### config.mk
export PLATFORM = sky130hd
export DESIGN_NAME = barrel_shift_pipe_flat
export DESIGN_NICKNAME = d
export VERILOG_FILES = /design/src/rtl/barrel_shift_pipe_pkg.sv /design/src/rtl/barrel_shift_pipe_if.sv /design/src/rtl/barrel_shift_pipe_stage.sv /design/src/rtl/barrel_shift_pipe.sv /design/src/flat_wrapper.sv
export SDC_FILE = /design/constraint.sdc
export NUM_CORES = 1
export LEC_CHECK = 0
export BUFFER_PORTS_ARGS = -buffer_cell sky130_fd_sc_hd__buf_2
export CAP_MARGIN = 30
export CORE_MARGIN = 10
export CORE_UTILIZATION = 45
export DETAILED_ROUTE_END_ITERATION = 16
export GPL_TIMING_DRIVEN = 0
export PLACE_DENSITY_LB_ADDON = 0.05
export SETUP_SLACK_MARGIN = 0.4
export SLEW_MARGIN = 0
export SYNTH_ARGS = -nofsm -noshare
export SYNTH_HDL_FRONTEND = slang
export SYNTH_SLANG_ARGS = --single-unit
export TNS_END_PERCENT = 10
### constraint.sdc
create_clock -name clk -period 2.65 [get_ports clk]
set_input_delay 0 -clock clk [delete_from_list [all_inputs] [get_ports clk]]
set_output_delay 0 -clock clk [all_outputs]
set_load 0.03 [all_outputs]
### src/rtl/barrel_shift_pipe_pkg.sv
// barrel_pkg: shared op encodings and bit-reversal helper for barrel_shift_pipe
//   op_t     2-bit operation code (ROR/ROL/SRL/SRA)
//   bit_rev  reverses the low w bits of a MAX_W-wide vector
package barrel_pkg;
    typedef logic [1:0] op_t;
    localparam op_t OP_ROR = 2'b00;
    localparam op_t OP_ROL = 2'b01;
    localparam op_t OP_SRL = 2'b10;
    localparam op_t OP_SRA = 2'b11;
    localparam int MAX_W = 1024;
    // Reverse the whole MAX_W vector, then shift the w interesting bits back down to the LSBs.
    function automatic logic [MAX_W-1:0] bit_rev(input logic [MAX_W-1:0] d, input int unsigned w);
        logic [MAX_W-1:0] r;
        r = {<<{d}};
        return r >> (MAX_W - w);
    endfunction
endpackage

### src/rtl/barrel_shift_pipe_if.sv
// barrel_shift_pipe_if: valid/ready bus of the shift unit
//   in_*   op channel into the shifter (in_ready driven by the shifter)
//   out_*  result channel out of the shifter (out_ready driven by the consumer)
//   master: producer/consumer side, slave: shifter side
interface barrel_shift_pipe_if #(
    parameter int WIDTH = 64,
    parameter int TAG_W = 4
);
    import barrel_pkg::*;
    localparam int SAMT_W = $clog2(WIDTH);
    logic              in_valid;
    logic              in_ready;
    logic [WIDTH-1:0]  in_data;
    logic [SAMT_W-1:0] in_samt;
    op_t               in_op;
    logic [TAG_W-1:0]  in_tag;
    logic              out_valid;
    logic              out_ready;
    logic [WIDTH-1:0]  out_data;
    logic [TAG_W-1:0]  out_tag;
    modport master (
        output in_valid, in_data, in_samt, in_op, in_tag, out_ready,
        input  in_ready, out_valid, out_data, out_tag
    );
    modport slave (
        input  in_valid, in_data, in_samt, in_op, in_tag, out_ready,
        output in_ready, out_valid, out_data, out_tag
    );
endinterface

### src/rtl/barrel_shift_pipe_stage.sv
// barrel_stage: one pipeline stage, conditional right shift by SHIFT with fill select
//   clk, rst          clock, synchronous active-high reset
//   *_i               upstream stage contents (valid, data, samt, op, sign, tag)
//   nxt_load_i        downstream stage loads (or output accepted)
//   load_o            this stage captures upstream this cycle
//   *_o               registered stage contents
module barrel_stage
    import barrel_pkg::*;
#(
    parameter int WIDTH = 64,
    parameter int TAG_W = 4,
    parameter int SHIFT = 1
) (
    input  logic                     clk,
    input  logic                     rst,
    input  logic                     v_i,
    input  logic [WIDTH-1:0]         data_i,
    input  logic [$clog2(WIDTH)-1:0] samt_i,
    input  op_t                      op_i,
    input  logic                     sign_i,
    input  logic [TAG_W-1:0]         tag_i,
    input  logic                     nxt_load_i,
    output logic                     load_o,
    output logic                     v_o,
    output logic [WIDTH-1:0]         data_o,
    output logic [$clog2(WIDTH)-1:0] samt_o,
    output op_t                      op_o,
    output logic                     sign_o,
    output logic [TAG_W-1:0]         tag_o
);
    localparam int BIT = $clog2(SHIFT);
    logic                     v_q, sign_q;
    logic [WIDTH-1:0]         data_d, data_q;
    logic [$clog2(WIDTH)-1:0] samt_q;
    op_t                      op_q;
    logic [TAG_W-1:0]         tag_q;
    logic [SHIFT-1:0]         fill;
    // Rotates (left ops arrive pre-reversed) refill with the bits shifted out.
    always_comb begin
        fill = op_i == OP_SRL ? '0 : op_i == OP_SRA ? {SHIFT{sign_i}} : data_i[SHIFT-1:0];
        data_d = samt_i[BIT] ? {fill, data_i[WIDTH-1:SHIFT]} : data_i;
    end
    assign load_o = !v_q || nxt_load_i;
    always_ff @(posedge clk) begin
        if (rst) begin
            v_q    <= 1'b0;
            data_q <= '0;
            samt_q <= '0;
            op_q   <= OP_ROR;
            sign_q <= 1'b0;
            tag_q  <= '0;
        end else if (load_o) begin
            v_q    <= v_i;
            data_q <= data_d;
            samt_q <= samt_i;
            op_q   <= op_i;
            sign_q <= sign_i;
            tag_q  <= tag_i;
        end
    end
    assign v_o    = v_q;
    assign data_o = data_q;
    assign samt_o = samt_q;
    assign op_o   = op_q;
    assign sign_o = sign_q;
    assign tag_o  = tag_q;
endmodule

### src/rtl/barrel_shift_pipe.sv
// barrel_shift_pipe: pipelined barrel shifter/rotator, one stage per shift-amount bit
//   clk, rst  clock, synchronous active-high reset
//   bus       barrel_shift_pipe_if.slave: in_* op channel, out_* result channel
module barrel_shift_pipe
    import barrel_pkg::*;
#(
    parameter int WIDTH = 64,
    parameter int TAG_W = 4
) (
    input logic               clk,
    input logic               rst,
    barrel_shift_pipe_if.slave bus
);
    localparam int NSTG = $clog2(WIDTH);
    // Index 0 is the entry point; index k+1 is the output of stage k.
    logic [NSTG:0]             v, ld, sgn;
    logic [NSTG:0][WIDTH-1:0]  d;
    logic [NSTG:0][NSTG-1:0]   samt;
    op_t  [NSTG:0]             op;
    logic [NSTG:0][TAG_W-1:0]  tag;
    logic                      unused_tail;
    function automatic logic [WIDTH-1:0] rev(input logic [WIDTH-1:0] x);
        return WIDTH'(bit_rev(MAX_W'(x), WIDTH));
    endfunction
    // Left rotates run through the right-only core on a reversed operand.
    assign v[0]    = bus.in_valid;
    assign d[0]    = bus.in_op == OP_ROL ? rev(bus.in_data) : bus.in_data;
    assign samt[0] = bus.in_samt;
    assign op[0]   = bus.in_op;
    assign sgn[0]  = bus.in_data[WIDTH-1];
    assign tag[0]  = bus.in_tag;
    assign ld[NSTG] = bus.out_ready;
    for (genvar k = 0; k < NSTG; k++) begin : g_stg
        barrel_stage #(.WIDTH(WIDTH), .TAG_W(TAG_W), .SHIFT(1 << k)) u_stg (
            .clk        (clk),
            .rst        (rst),
            .v_i        (v[k]),
            .data_i     (d[k]),
            .samt_i     (samt[k]),
            .op_i       (op[k]),
            .sign_i     (sgn[k]),
            .tag_i      (tag[k]),
            .nxt_load_i (ld[k+1]),
            .load_o     (ld[k]),
            .v_o        (v[k+1]),
            .data_o     (d[k+1]),
            .samt_o     (samt[k+1]),
            .op_o       (op[k+1]),
            .sign_o     (sgn[k+1]),
            .tag_o      (tag[k+1])
        );
    end
    assign bus.in_ready  = ld[0];
    assign bus.out_valid = v[NSTG];
    assign bus.out_data  = op[NSTG] == OP_ROL ? rev(d[NSTG]) : d[NSTG];
    assign bus.out_tag   = tag[NSTG];
    assign unused_tail   = ^{samt[NSTG], sgn[NSTG]};
endmodule

### src/flat_wrapper.sv
// flat-port wrapper written by rule: the top's interface ports become plain ports
module barrel_shift_pipe_flat import barrel_pkg::*;
#(
    parameter int WIDTH = 64,
    parameter int TAG_W = 4
)
  (clk, rst, bus_in_valid, bus_in_data, bus_in_samt, bus_in_op, bus_in_tag, bus_out_ready, bus_in_ready, bus_out_valid, bus_out_data, bus_out_tag);
  barrel_shift_pipe_if #(.WIDTH(WIDTH), .TAG_W(TAG_W)) bus_i ();
  input logic clk;
  input logic rst;
  input wire logic [$bits(bus_i.in_valid)-1:0] bus_in_valid;
  input wire logic [$bits(bus_i.in_data)-1:0] bus_in_data;
  input wire logic [$bits(bus_i.in_samt)-1:0] bus_in_samt;
  input wire logic [$bits(bus_i.in_op)-1:0] bus_in_op;
  input wire logic [$bits(bus_i.in_tag)-1:0] bus_in_tag;
  input wire logic [$bits(bus_i.out_ready)-1:0] bus_out_ready;
  output wire logic [$bits(bus_i.in_ready)-1:0] bus_in_ready;
  output wire logic [$bits(bus_i.out_valid)-1:0] bus_out_valid;
  output wire logic [$bits(bus_i.out_data)-1:0] bus_out_data;
  output wire logic [$bits(bus_i.out_tag)-1:0] bus_out_tag;
  assign bus_i.in_valid = bus_in_valid;
  assign bus_i.in_data = bus_in_data;
  assign bus_i.in_samt = bus_in_samt;
  assign bus_i.in_op = bus_in_op;
  assign bus_i.in_tag = bus_in_tag;
  assign bus_i.out_ready = bus_out_ready;
  assign bus_in_ready = bus_i.in_ready;
  assign bus_out_valid = bus_i.out_valid;
  assign bus_out_data = bus_i.out_data;
  assign bus_out_tag = bus_i.out_tag;
  barrel_shift_pipe #(.WIDTH(WIDTH), .TAG_W(TAG_W)) u_core (.clk(clk), .rst(rst), .bus(bus_i));
endmodule
# After elaboration in Yosys (flattened, before gate mapping)
# Index checks and enable logic that the tools add are counted.
# Widths: inputs -> output; s select.
[word_totals]
input_bits = 80
reg_bits = 461
[op_classes]
n_mux = 20
n_reduce_logical = 12
n_eq_ne = 14
[op_table]
columns = ["op", "n"]
rows = [
  ["$mux 64", 8],
  ["$mux 32", 2],
  ["$mux 16", 2],
  ["$eq 2x2->1 const B", 12],
  ["$mux 8", 2],
  ["$mux 4", 2],
  ["$logic_not 1->1", 6],
  ["$logic_or 1x1->1", 6],
  ["$eq 2x1->1 const B", 2],
  ["$mux 2", 2],
  ["$mux 1", 2],
]

# Longest topological paths before layout
# Gate-level depths: netlist (run 1).
[logic_depth]
word_depth = 7
depth_mapped = 7
ltp_nobuf = 5

# Cells and area by module
# From an unflattened synthesis (run 1), not the netlist that was laid out.
[hier_totals]
hier_cells = 2313
area_unflattened_um2 = 23234.8
[by_module_without_submodules]
columns = ["module", "area_per_inst_um2", "cells_each", "n_inst", "seq_area_each_um2"]
rows = [
  ["barrel_stage at u_core.g_stg[3].u_stg", 3678.5, 358, 1, 1561.5],
  ["barrel_stage at u_core.g_stg[2].u_stg", 3621.0, 353, 1, 1561.5],
  ["barrel_stage at u_core.g_stg[5].u_stg", 3612.2, 387, 1, 1561.5],
  ["barrel_stage at u_core.g_stg[1].u_stg", 3537.1, 351, 1, 1561.5],
  ["barrel_stage at u_core.g_stg[0].u_stg", 3478.3, 350, 1, 1561.5],
  ["barrel_stage at u_core.g_stg[4].u_stg", 3398.3, 366, 1, 1561.5],
  ["barrel_shift_pipe", 1909.3, 148, 1, 0.0],
]

# Worst setup path before layout (run 1)
# OpenSTA, ideal clock, no wires.
[synth_path]
path_type = "register to register"
start = "reg u_core.g_stg[5].u_stg.v_q"
end = "reg u_core.g_stg[1].u_stg.data_q[10]"
path_stages_with_launch = 8
arrival_time_ns = 1.510
t_required_ns = 2.504
synth_period_minus_slack_ns = 1.656
setup_slack_ns = 0.994
path_cell_list = "dfxtp_1 -> and4b_1 -> buf_4 -> nand3_1 -> buf_4 -> buf_2 -> nor2_1 -> a211oi_2"
[synth_between]
elab_chain_cells = 6
[synth_lines]
columns = ["item", "line_no", "rtl"]
rows = [
  ["start: declaration", "barrel_shift_pipe_stage.sv:32", "logic v_q, sign_q;"],
  ["start signal: assignment", "barrel_shift_pipe_stage.sv:53", "v_q <= v_i;"],
  ["$logic_not 1->1", "barrel_shift_pipe_stage.sv:43", "assign load_o = !v_q || nxt_load_i;"],
  ["$logic_or 1x1->1 (5 in series)", "barrel_shift_pipe_stage.sv:43", ""],
  ["end signal: assignment", "barrel_shift_pipe_stage.sv:54", "data_q <= data_d;"],
  ["end: declaration", "barrel_shift_pipe_stage.sv:33", "logic [WIDTH-1:0] data_d, data_q;"],
]
# No other way between the ends.
# A chain may end at the register's enable or synchronous reset.

# Final worst setup path (run 1)
[layout_path]
start = "reg u_core.g_stg[5].u_stg.op_q[1]"
end = "out bus_out_data[47]"
[layout_between]
elab_chain_cells = 2
[layout_lines]
columns = ["item", "line_no", "rtl"]
rows = [
  ["start: declaration", "barrel_shift_pipe_stage.sv:35", "op_t op_q;"],
  ["start signal: assignment", "barrel_shift_pipe_stage.sv:56", "op_q <= op_i;"],
  ["$eq 2x1->1", "barrel_shift_pipe.sv:55", "assign bus.out_data = op[NSTG] == OP_ROL ? rev(d[NSTG]) : d[NSTG];"],
  ["$mux 64", "barrel_shift_pipe.sv:55", ""],
  ["end: declaration", "flat_wrapper.sv:19", "output wire logic [$bits(bus_i.out_data)-1:0] bus_out_data;"],
]
# No other way between the ends.

==> results of run 1 <==
==> cell type report <==
| type | count | share of cell area, % |
|---|---|---|
| Antenna cell | 2 | 0.0196 |
| Sequential cell | 446 | 35.0 |
| Clock buffer | 66 | 5.29 |
| Tap cell | 607 | 2.97 |
| Buffer | 222 | 4.17 |
| Clock inverter | 18 | 0.887 |
| Timing Repair Buffer | 270 | 7.68 |
| Inverter | 1 | 0.0147 |
| Multi-Input combinational cell | 1689 | 44.0 |
==> power groups by stage <==
stage | Sequential [W] | Clock [W] | Combinational [W]
final | 0.00726 | 0.00680 | 0.00141
after global routing | 0.00729 | 0.00715 | 0.00154
after CTS | 0.00726 | 0.00690 | 0.00141
after detailed placement | 0.00741 | 0 | 0.00122
after global placement | 0.00740 | 0 | 0.00121
after floorplan | 0.00727 | 0 | 0.000893
==> path summary, 6_finish.rpt <==
| kind | slack (ns) | from | cells after the start | endpoint |
|---|---|---|---|---|
| max | 0.48 | u_core.g_stg[5].u_stg.op_o[1]$_SDFFE_PP0P_ | 6 | bus_out_data[47] |
| min | 0.03 | bus_in_samt[0] | 5 | u_core.g_stg[0].u_stg.data_o[63]$_SDFFE_PP0P_ |
| max reg2reg | 0.58 | u_core.g_stg[5].u_stg.v_o$_SDFFE_PP0P_ | 6 | u_core.g_stg[4].u_stg.op_o[0]$_SDFFE_PP0P_ |
| min reg2reg | 0.45 | u_core.g_stg[5].u_stg.tag_o[2]$_SDFFE_PP0P_ | 2 | u_core.g_stg[5].u_stg.tag_o[2]$_SDFFE_PP0P_ |
==> layer usage <==
metal / GRT usage, % / wire length (um) / vias to the layer above
li1: - / - / 8999
met1: 26.2 / 27600 / 8328
met2: 45.2 / 36200 / 399
met3: 2.92 / 2370 / 123
met4: 10.7 / 3000 / 0
met5: 0 / 0 / -
==> state kept, by name, summed over array words and instances, names as in the netlist <==
register	count
u_core.g_stg.u_stg.op_o	12
u_core.g_stg.u_stg.samt_o	15
u_core.g_stg.u_stg.v_o	6
u_core.g_stg.u_stg.tag_o	24
u_core.g_stg.u_stg.data_o	384
u_core.g_stg.u_stg.sign_o	5
==> tightest hold or removal path, cell delays in order <==
cell,delay (ns)
buf_2,0.12
buf_4,0.21
xor2_1,0.08
nand3b_1,0.08
a311oi_1,0.08
==> cell usage in the layout, fill, tap and decap left out, types with 3 or more instances in the layout <==
master / instances
a21oi_1: 180
clkbuf_8: 6
nand2b_1: 18
clkbuf_1: 119
buf_4: 13
bufinv_16: 5
a311oi_1: 9
buf_2: 222
mux4_2: 62
clkbuf_2: 9
nor2b_1: 49
buf_1: 8
a211oi_1: 185
nand3_1: 13
dlygate4sd3_1: 120
buf_6: 12
o221ai_1: 48
nor2_1: 288
o211ai_1: 7
clkinv_2: 10
nand2_1: 485
a211oi_2: 74
mux2i_1: 259
dfxtp_1: 446
clkbuf_16: 49
inv_6: 3
==> repair_timing <==
| action | 4_1_cts | 5_1_grt |
|---|---|---|
| pin swaps | 1 | 0 |
| hold endpoints to repair | 76 | 0 |
| endpoints found under the setup margin | 106 | 41 |
| resized for setup | 5 | 9 |
| hold buffers | 120 | 0 |
| buffers inserted | 1 | 0 |
==> cells by family after synthesis <==
| family | share of synthesized area [%] |
|---|---|
| flip-flops | 42.1 |
| AND/OR/NAND/NOR | 16.3 |
| XOR/XNOR | 0.0826 |
| multiplexers | 18.8 |
| AO/OA/AOI/OAI | 17.8 |
| buffers and inverters | 4.98 |
==> through the flow <==
step	instance area, um^2	total power, W	hold WS [ns]	setup WS [ns]
2_1_floorplan	21200	0.00816	0.121	0.994
3_3_place_gp	22700	0.00861	0.248	0.247
3_5_place_dp	22700	0.00863	0.248	0.241
4_1_cts	25500	0.0156	0.0126	0.353
5_1_grt	25500	0.0160	0.0480	0.360
6_report	25500	0.0155	0.0259	0.484
==> results.sh, run 1 <==
export IMPL_status="completed"
export IMPL_synth_edff_count=0
export IMPL_critPathCaptureType="output pin"
export IMPL_placementRows=79
export IMPL_maxSlewHeadroom_pct=38.1
export IMPL_setup_viol=0
export IMPL_core_um2=46600
export IMPL_initial_core_util_pct=45.6
export IMPL_hold_viol=0
export IMPL_p_per_area_nw_per_um2=606
export IMPL_drt_wirelength_per_cell_um=20.8
export IMPL_cts_clk_slew_worst_paths_ns=0.06
export IMPL_cp_slowest_cell="clkbuf_1"
export IMPL_cpPeakStageDelay_ns=0.46
export IMPL_vdd_ir_drop_max_v=0.000428
export IMPL_synth_cell_type_count=30
export IMPL_crit_top_cell="nand2_1"
export IMPL_p_sw_w=0.00372
export IMPL_die_area_um2=56200
export IMPL_synthFlopType="dfxtp_1"
export IMPL_path_cells="nand2b_1 -> clkbuf_2 -> clkbuf_1 -> nand2_1 -> nand2_1 -> buf_2"
export IMPL_async_flop_share_pct=0
export IMPL_fillCellCount=4330
export IMPL_syn_inst=2358
export IMPL_grt_pass1_vias=18248
export IMPL_track_usage_pct=23.9
export IMPL_power_share_switching_pct=24.1
export IMPL_clkLatencyLatePin_ns=0.60
export IMPL_seq_area_frac_synth_pct=42.1
export IMPL_internal_power_w=0.0118
export IMPL_antenna_found_initial=1
export IMPL_fmax_ghz=0.462
export IMPL_maxCapViolCount=0
export IMPL_final_cells=3321
export IMPL_fin_nets=2758
export IMPL_antenna_left=0
export IMPL_setup_tns_ns=0
export IMPL_multi_input_area_um2=11200
export IMPL_post_route_util_pct=54.8
export IMPL_netlist_area_um2=21200
export IMPL_dr_pass1_iters=7
export IMPL_drive_gt1_share_pct=17.3
export IMPL_yosysWarnings=0
export IMPL_criticalPathCategory="reg -> out"
export IMPL_skew_ns=0.0195
export IMPL_root_buffer="clkbuf_16"
export IMPL_cts_buffers=48
export IMPL_routed_wirelength_um=69200
export IMPL_yosys_top_cells_area="dfxtp_1 (42%), mux2i_1 (12%), nand2_1 (8.6%)"
export IMPL_cp_top_family="buffers and inverters"
export IMPL_hp_class="in -> reg"
export IMPL_cp_arrival_ns=2.17
export IMPL_routabilityCongestion=0.919
export IMPL_cts_tree="built"
export IMPL_placed_cells=3114
export IMPL_clk_path_buf_depth=3
export IMPL_min_period_ns=2.17
export IMPL_p_comb_share_pct=9.1
export IMPL_avgSynthCellArea_um2=9.00
export IMPL_p_leak_nw=10.0
export IMPL_crit_fanout=10
export IMPL_vias=17849
export IMPL_drc=0
export IMPL_die_h_um=237
export IMPL_worst_pin_slew_ns=0.929
export IMPL_dpl_hpwl_um=55600
export IMPL_ys_seq_elements=446
export IMPL_crit_required_ns=2.65
export IMPL_syn_nets=2438
export IMPL_regArea_um2=8930
export IMPL_cts_sinks=446
export IMPL_synth_top_cell_area_share_pct=42.1
export IMPL_synthTopCellsByCount="nand2_1 (485), dfxtp_1 (446), nor2_1 (289)"
export IMPL_drt_iter0_markers=813
export IMPL_area_growth_synth_to_final_pct=20.3
export IMPL_post_synth_top_count_cell="nand2_1"
export IMPL_startpoint_type="register"
export IMPL_detail_route_vias_per_cell=5.37
export IMPL_grt_setup_unrepaired="true"
export IMPL_grt_max_degree=15
export IMPL_drv_slew=0
export IMPL_die_w_um=237
export IMPL_ios=150
export IMPL_yosys_area_top_type="dfxtp_1"
export IMPL_path_buf_inv=3
export IMPL_h_tree_depth=2
export IMPL_io_buffers=148
export IMPL_grt_overflow=0
export IMPL_fin_crit_sh_pct=81.7
export IMPL_p_clk_share_pct=43.9
export IMPL_p_seq_share_pct=46.9
export IMPL_grt_pass1_wl_um=106000
Power figures use the tool's default switching activity.
==> run 2: changes to the inputs <==
--- a/config.mk
+++ b/config.mk
@@ -5,6 +5,7 @@
 export SDC_FILE = /design/constraint.sdc
 export NUM_CORES = 1
 export LEC_CHECK = 0
+export ABC_AREA = 1
 export BUFFER_PORTS_ARGS = -buffer_cell sky130_fd_sc_hd__buf_2
 export CAP_MARGIN = 30
 export CORE_MARGIN = 10
==> constraint.sdc (replaced) <==
create_clock -name clk -period 1.85 [get_ports clk]
set_input_delay 0 -clock clk [delete_from_list [all_inputs] [get_ports clk]]
set_output_delay 0 -clock clk [all_outputs]
set_load 0.03 [all_outputs]
==> run 2 against run 1 <==
Effect of this change:
- largest power group unchanged
- critical path type unchanged
- sequential share of layout area decreased by 2.0 points
- first-iteration DRC count grew 76%
- die area rose by 1.7%
==> results.sh, run 2 <==
export IMPL_status="completed"
export IMPL_mostFrequentLayoutCell="nand2_1"
export IMPL_p_seq_share_pct=46.4
export IMPL_ys_seq_elements=446
export IMPL_async_flop_share_pct=0
export IMPL_hold_viol=0
export IMPL_crit_fanout=8
export IMPL_min_period_ns=1.77
export IMPL_final_cell_mix="nand2_1 (605), o21ai_0 (570), dfxtp_1 (438)"
export IMPL_drc=0
export IMPL_track_usage_pct=28.4
export IMPL_synth_edff_count=0
export IMPL_clkLatencyLatePin_ns=0.62
export IMPL_internal_power_w=0.0163
export IMPL_cp_top_family="buffers and inverters"
export IMPL_grt_setup_unrepaired="true"
export IMPL_crit_required_ns=1.85
export IMPL_routed_wirelength_um=83300
export IMPL_fmax_ghz=0.564
export IMPL_hp_class="in -> reg"
export IMPL_initial_core_util_pct=45.4
export IMPL_avgSynthCellArea_um2=6.51
export IMPL_vias=22911
export IMPL_detail_route_vias_per_cell=5.36
export IMPL_post_synth_top_count_cell="o21ai_0"
export IMPL_place_area_um2=23100
export IMPL_setup_viol=0
export IMPL_netlist_area_um2=21600
export IMPL_synth_top_cell_area_share_pct=41.3
export IMPL_cp_slowest_cell="dfxtp_2"
export IMPL_ios=150
export IMPL_p_clk_share_pct=42.9
export IMPL_skew_ns=0.0316
export IMPL_reg2reg_slack_ns=0.12
export IMPL_cts_clk_slew_worst_paths_ns=0.06
export IMPL_dpl_hpwl_um=64400
export IMPL_worstHoldEndpoint="u_core.g_stg[0].u_stg.data_o[17]$_SDFFE_PP0P_"
export IMPL_clk_path_buf_depth=3
export IMPL_insertedDiodeCount=0
export IMPL_post_route_util_pct=57.0
export IMPL_syn_nets=3400
export IMPL_core_um2=47600
export IMPL_synthTopCellsByCount="o21ai_0 (640), nand2_1 (610), nor2_1 (451)"
export IMPL_cp_arrival_ns=1.77
export IMPL_maxSlewHeadroom_pct=36.1
export IMPL_antenna_left=0
export IMPL_synthFlopType="dfxtp_1"
export IMPL_synth_cell_type_count=27
export IMPL_yosys_area_top_type="dfxtp_1"
export IMPL_totalPowerFinal_w=0.0221
export IMPL_io_buffers=148
export IMPL_cts_tree="built"
export IMPL_drv_slew=0
export IMPL_fin_nets=3701
export IMPL_r2r_end="u_core.g_stg[2].u_stg.data_o[37]$_SDFFE_PP0P_"
export IMPL_seq_area_frac_synth_pct=41.3
export IMPL_startpoint_type="register"
export IMPL_min_from="bus_in_op[0]"
export IMPL_critPathCaptureType="output pin"
export IMPL_cts_sinks=446
export IMPL_p_comb_share_pct=10.6
export IMPL_die_h_um=239
export IMPL_placed_cells=4083
export IMPL_dr_pass1_iters=6
export IMPL_placementRows=80
export IMPL_root_buffer="clkbuf_16"
export IMPL_maxCapViolCount=0
export IMPL_grt_pass1_vias=22509
export IMPL_design_area_um2=27100
export IMPL_drt_wirelength_per_cell_um=19.5
export IMPL_grt_max_degree=14
export IMPL_crit_top_cell="clkbuf_16"
export IMPL_path_buf_inv=4
export IMPL_syn_inst=3320
export IMPL_die_w_um=239
export IMPL_yosysWarnings=0
export IMPL_grt_pass1_wl_um=127000
export IMPL_yosys_top_cells_area="dfxtp_1 (41%), o21ai_0 (15%), nand2_1 (11%)"
export IMPL_p_sw_w=0.00583
export IMPL_drt_iter0_markers=1428
export IMPL_fin_crit_sh_pct=95.8
export IMPL_p_per_area_nw_per_um2=815
export IMPL_largest_reg_flops=384
export IMPL_p_leak_nw=11.4
export IMPL_criticalPathCategory="reg -> out"
export IMPL_die_area_um2=57200
export IMPL_whs_path_depth=8
export IMPL_vdd_ir_drop_max_v=0.000632
export IMPL_grt_overflow=0
export IMPL_h_tree_depth=2
export IMPL_path_cells="inv_2 -> nand2_4 -> clkbuf_16 -> clkbuf_16 -> nor2_4 -> a21oi_2 -> buf_6"
export IMPL_drive_gt1_share_pct=13.3
export IMPL_antenna_found_initial=0
export IMPL_area_growth_synth_to_final_pct=25.5
export IMPL_final_cells=4273
export IMPL_cpPeakStageDelay_ns=0.32
export IMPL_reg2reg_depth=7
export IMPL_worst_pin_slew_ns=0.958
export IMPL_power_share_switching_pct=26.4
export IMPL_cts_buffers=48
export IMPL_routabilityCongestion=0.963
export IMPL_r2r_start="u_core.g_stg[1].u_stg.samt_o[2]$_SDFFE_PP0P_"
run 2: cell types whose count changed after synthesis, sizes merged, moves of 60 or more:
cell	delta
nor2	+163
mux4	-62
mux2i	-255
inv	+350
nand3	+139
o21ai	+665
clkbuf	+60
a211oi	-219
nand2	+125
run 2: layout make-up:
class	count	area, um^2
clock buffer	77	1430
sequential	446	8950
multi-input combinational	2254	10800
timing repair buffer	251	2150
tap	615	769
fill	4669	20500
buffer	268	1600
inverter	352	1330
clock inverter	10	113
run 2: metal layers:
metal | vias up | track usage [%] | share of wire, %
met4 | 0 | 17.5 | 6.8
met1 | 10466 | 31.2 | 39
met2 | 759 | 51.2 | 49
met5 | - | 0 | 0
li1 | 11431 | - | -
met3 | 255 | 3.77 | 4.5
run 2: worst min-delay path, delay by kind of cell:
| family | cells | cell delay, ns |
|---|---|---|
| simple gates | 6 | 0.41 |
| buf+inv | 2 | 0.19 |
run 2: how the worst max path moves through the flow:
stage	slack [ns]	end	depth (start not counted)	from
floorplan	0.37	bus_out_data[17]	6	u_core.g_stg[5].u_stg.op_o[1]$_SDFFE_PP0P_
global placement	-0.28	u_core.g_stg[0].u_stg.data_o[51]$_SDFFE_PP0P_	7	rst
detailed placement	-0.30	u_core.g_stg[0].u_stg.data_o[21]$_SDFFE_PP0P_	7	rst
CTS	0.09	bus_in_ready	5	u_core.g_stg[3].u_stg.v_o$_SDFFE_PP0P_
global route	0.05	bus_out_data[41]	7	u_core.g_stg[5].u_stg.op_o[1]$_SDFFE_PP0P_
finish	0.08	bus_out_data[2]	7	u_core.g_stg[5].u_stg.op_o[1]$_SDFFE_PP0P_
run 2: logic make-up (layout without fill, tap and decap cells):
logic type	after synthesis	in the layout	synth area share, %
simple gates	1268	1268	23.6
buf+inv	620	958	11.4
flops	446	446	41.3
compound gates	982	982	23.5
mux	4	4	0.185
run 2: power by group through the flow:
| stage | Clock (W) | Sequential [W] | Combinational [W] |
|---|---|---|---|
| global route | 0.00999 | 0.0103 | 0.00263 |
| CTS | 0.00957 | 0.0103 | 0.00229 |
| global placement | 0 | 0.0105 | 0.00206 |
| floorplan | 0 | 0.0103 | 0.00142 |
| finish | 0.00949 | 0.0103 | 0.00235 |
| detailed placement | 0 | 0.0105 | 0.00207 |
run 2: timing repair:
action	CTS	global route
gates resized for setup	302	214
cloned	5	4
endpoints found under the setup margin	510	510
setup buffers	8	4
hold endpoints to repair	93	0
pin swaps	4	11
hold buffers	82	0
run 2: metrics by stage:
stage	setup slack (ns)	setup TNS, ns	hold slack [ns]
after floorplan	0.375	0	0.134
after CTS	0.0897	0	0.0206
after global placement	-0.276	-3.13	0.249
after detailed placement	-0.295	-3.51	0.253
after global routing	0.0478	0	0.101
final	0.0779	0	0.0329
==> run 3: changes to the inputs <==
--- a/config.mk
+++ b/config.mk
@@ -6,14 +6,15 @@
 export NUM_CORES = 1
 export LEC_CHECK = 0
 export ABC_AREA = 1
-export BUFFER_PORTS_ARGS = -buffer_cell sky130_fd_sc_hd__buf_2
-export CAP_MARGIN = 30
+export CAP_MARGIN = 40
 export CORE_MARGIN = 10
 export CORE_UTILIZATION = 45
 export DETAILED_ROUTE_END_ITERATION = 16
+export DONT_BUFFER_PORTS = 1
 export GPL_TIMING_DRIVEN = 0
 export PLACE_DENSITY_LB_ADDON = 0.05
 export SETUP_SLACK_MARGIN = 0.4
+export SKIP_LAST_GASP = 1
 export SLEW_MARGIN = 0
 export SYNTH_ARGS = -nofsm -noshare
 export SYNTH_HDL_FRONTEND = slang
==> run 3 against run 2 <==
Effect of this change:
- global-route usage is 0.37 points lower
- setup slack better by 0.0096 ns
- utilization is 0.30 points lower
- critical path type unchanged
- cell count is 2.4% lower
- via count is 1.1% lower
- clock skew is 0.0046 ns lower
- hold slack worse by 0.014 ns
==> results.sh, run 3 (synthesized netlist as in run 2, its figures left out) <==
export IMPL_root_buffer="clkbuf_16"
export IMPL_worst_pin_slew_ns=0.874
export IMPL_dr_pass1_iters=5
export IMPL_grt_pass1_vias=22480
export IMPL_drt_wirelength_per_cell_um=20.1
export IMPL_insertedDiodeCount=0
export IMPL_fin_crit_sh_pct=95.3
export IMPL_cpPeakStageDelay_ns=0.32
export IMPL_path_cells="inv_2 -> nand2_4 -> clkbuf_16 -> clkbuf_16 -> nand2_1 -> o21ai_2 -> buf_4"
export IMPL_detail_route_vias_per_cell=5.43
export IMPL_ios=150
export IMPL_placementRows=80
export IMPL_whs_path_depth=6
export IMPL_regArea_um2=8940
export IMPL_dpl_hpwl_um=64500
export IMPL_skew_ns=0.0270
export IMPL_status="completed"
export IMPL_grt_pass1_wl_um=126000
export IMPL_reg2reg_depth=8
export IMPL_crit_required_ns=1.85
export IMPL_cp_slowest_cell="dfxtp_2"
export IMPL_p_leak_nw=11.1
export IMPL_largest_reg_flops=384
export IMPL_fmax_ghz=0.567
export IMPL_die_area_um2=57200
export IMPL_h_tree_depth=2
export IMPL_cts_buffers=49
export IMPL_p_comb_share_pct=10.0
export IMPL_die_h_um=239
export IMPL_final_cell_mix="nand2_1 (592), o21ai_0 (568), dfxtp_1 (439)"
export IMPL_routed_wirelength_um=83700
export IMPL_cts_sinks=446
export IMPL_clk_path_buf_depth=3
export IMPL_track_usage_pct=28.0
export IMPL_clkLatencyLatePin_ns=0.60
export IMPL_power_share_switching_pct=25.8
export IMPL_grt_setup_unrepaired="true"
export IMPL_die_w_um=239
export IMPL_drv_slew=0
export IMPL_crit_top_cell="clkbuf_16"
export IMPL_io_buffers=0
export IMPL_p_sw_w=0.00590
export IMPL_cts_tree="built"
export IMPL_maxSlewHeadroom_pct=41.8
export IMPL_fin_nets=3597
export IMPL_p_clk_share_pct=45.1
export IMPL_cts_clk_slew_worst_paths_ns=0.06
export IMPL_grt_max_degree=14
export IMPL_crit_fanout=8
export IMPL_vias=22649
export IMPL_hold_viol=0
export IMPL_totalPowerFinal_w=0.0229
export IMPL_grt_overflow=0
export IMPL_drive_gt1_share_pct=11.4
export IMPL_drc=0
export IMPL_hp_class="in -> reg"
export IMPL_vdd_ir_drop_max_v=0.000631
export IMPL_area_growth_synth_to_final_pct=24.9
export IMPL_multi_input_area_um2=11000
export IMPL_initial_core_util_pct=45.4
export IMPL_worstHoldEndpoint="u_core.g_stg[0].u_stg.data_o[20]$_SDFFE_PP0P_"
export IMPL_mostFrequentLayoutCell="nand2_1"
export IMPL_critPathCaptureType="output pin"
export IMPL_cp_arrival_ns=1.76
export IMPL_min_period_ns=1.76
export IMPL_startpoint_type="register"
export IMPL_maxCapViolCount=0
export IMPL_internal_power_w=0.0170
export IMPL_antenna_found_initial=0
export IMPL_routabilityCongestion=0.989
export IMPL_fillCellCount=4604
export IMPL_hold_slack_ns=0.0185
export IMPL_core_um2=47600
export IMPL_r2r_end="u_core.g_stg[0].u_stg.data_o[42]$_SDFFE_PP0P_"
export IMPL_r2r_start="u_core.g_stg[5].u_stg.v_o$_SDFFE_PP0P_"
export IMPL_reg2reg_slack_ns=0.15
export IMPL_antenna_left=0
export IMPL_p_seq_share_pct=44.9
export IMPL_criticalPathCategory="reg -> out"
export IMPL_p_per_area_nw_per_um2=847
export IMPL_min_from="bus_in_op[0]"
export IMPL_setup_viol=0
export IMPL_drt_iter0_markers=1483
## run 3: changes by cell type in the layout (fill, tap and decap cells not counted), sizes merged
cell	change
dlygate4sd3	-1
inv	-1
buf	-110
clkinvlp	+3
clkbuf	+5
bufinv	+3
## run 3: worst max-delay path by stage
stage | start | to | slack [ns]
2_1_floorplan | u_core.g_stg[5].u_stg.op_o[1]$_SDFFE_PP0P_ | bus_out_data[17] | 0.37
3_3_place_gp | u_core.g_stg[4].u_stg.samt_o[5]$_SDFFE_PP0P_ | u_core.g_stg[5].u_stg.data_o[3]$_SDFFE_PP0P_ | -0.18
3_5_place_dp | u_core.g_stg[4].u_stg.samt_o[5]$_SDFFE_PP0P_ | u_core.g_stg[5].u_stg.data_o[3]$_SDFFE_PP0P_ | -0.19
4_1_cts | u_core.g_stg[5].u_stg.v_o$_SDFFE_PP0P_ | bus_in_ready | 0.11
5_1_grt | u_core.g_stg[5].u_stg.v_o$_SDFFE_PP0P_ | u_core.g_stg[0].u_stg.data_o[45]$_SDFFE_PP0P_ | 0.05
6_report | u_core.g_stg[5].u_stg.op_o[1]$_SDFFE_PP0P_ | bus_out_data[11] | 0.09
## run 3: cell type report
type                    instances  share of cell area (%)
plain buffers                 268                    6.18
clock buffers                  76                    5.62
clock inverters                15                   0.746
inverters                     352                    4.94
multi-input cells            2254                    40.6
flip-flops and latches        446                    33.1
well taps                     615                    2.85
repair buffers                146                    5.89
## run 3: timing repair
action | 4_1_cts | 5_1_grt
buffers inserted | 9 | 8
resized for setup | 290 | 218
setup endpoints to repair | 510 | 511
pin swaps | 29 | 17
cloned | 6 | 9
hold buffers | 81 | 0
endpoints found under the hold margin | 94 | 0
## run 3: power by group through the flow
stage / Sequential [W] / Clock (W) / Combinational (W)
3_5_place_dp: 0.0105 / 0 / 0.00199
4_1_cts: 0.0103 / 0.0104 / 0.00221
5_1_grt: 0.0103 / 0.0108 / 0.00254
6_report: 0.0103 / 0.0103 / 0.00228
3_3_place_gp: 0.0105 / 0 / 0.00196
2_1_floorplan: 0.0103 / 0 / 0.00142
## run 3: worst max-delay path, delay by kind of cell, from the launching register on
family                 cells  cell delay [ns]
buffers and inverters      4             0.57
AO/OA/AOI/OAI              1             0.09
flip-flops                 1             0.32
AND/OR/NAND/NOR            2             0.18
## run 3: per-stage QoR
step | area, um^2 | setup TNS (ns) | utilization (%) | instances | setup WS (ns)
after global routing | 27000 | 0 | 56.7 | 4172 | 0.0482
after CTS | 26300 | 0 | 55.2 | 4155 | 0.110
after global placement | 22400 | -3.84 | 47.0 | 3935 | -0.176
after floorplan | 21600 | 0 | - | 3320 | 0.375
after detailed placement | 22600 | -4.32 | 47.4 | 3968 | -0.191
final | 27000 | 0 | 56.7 | 4172 | 0.0876
## run 3: metal layers
metal	share of wire, %	track usage, %	vias up
met5	0	0	-
met4	5.9	15.6	0
met1	40	30.7	10492
met3	3.7	3.25	230
met2	51	51.7	702
li1	-	-	11225
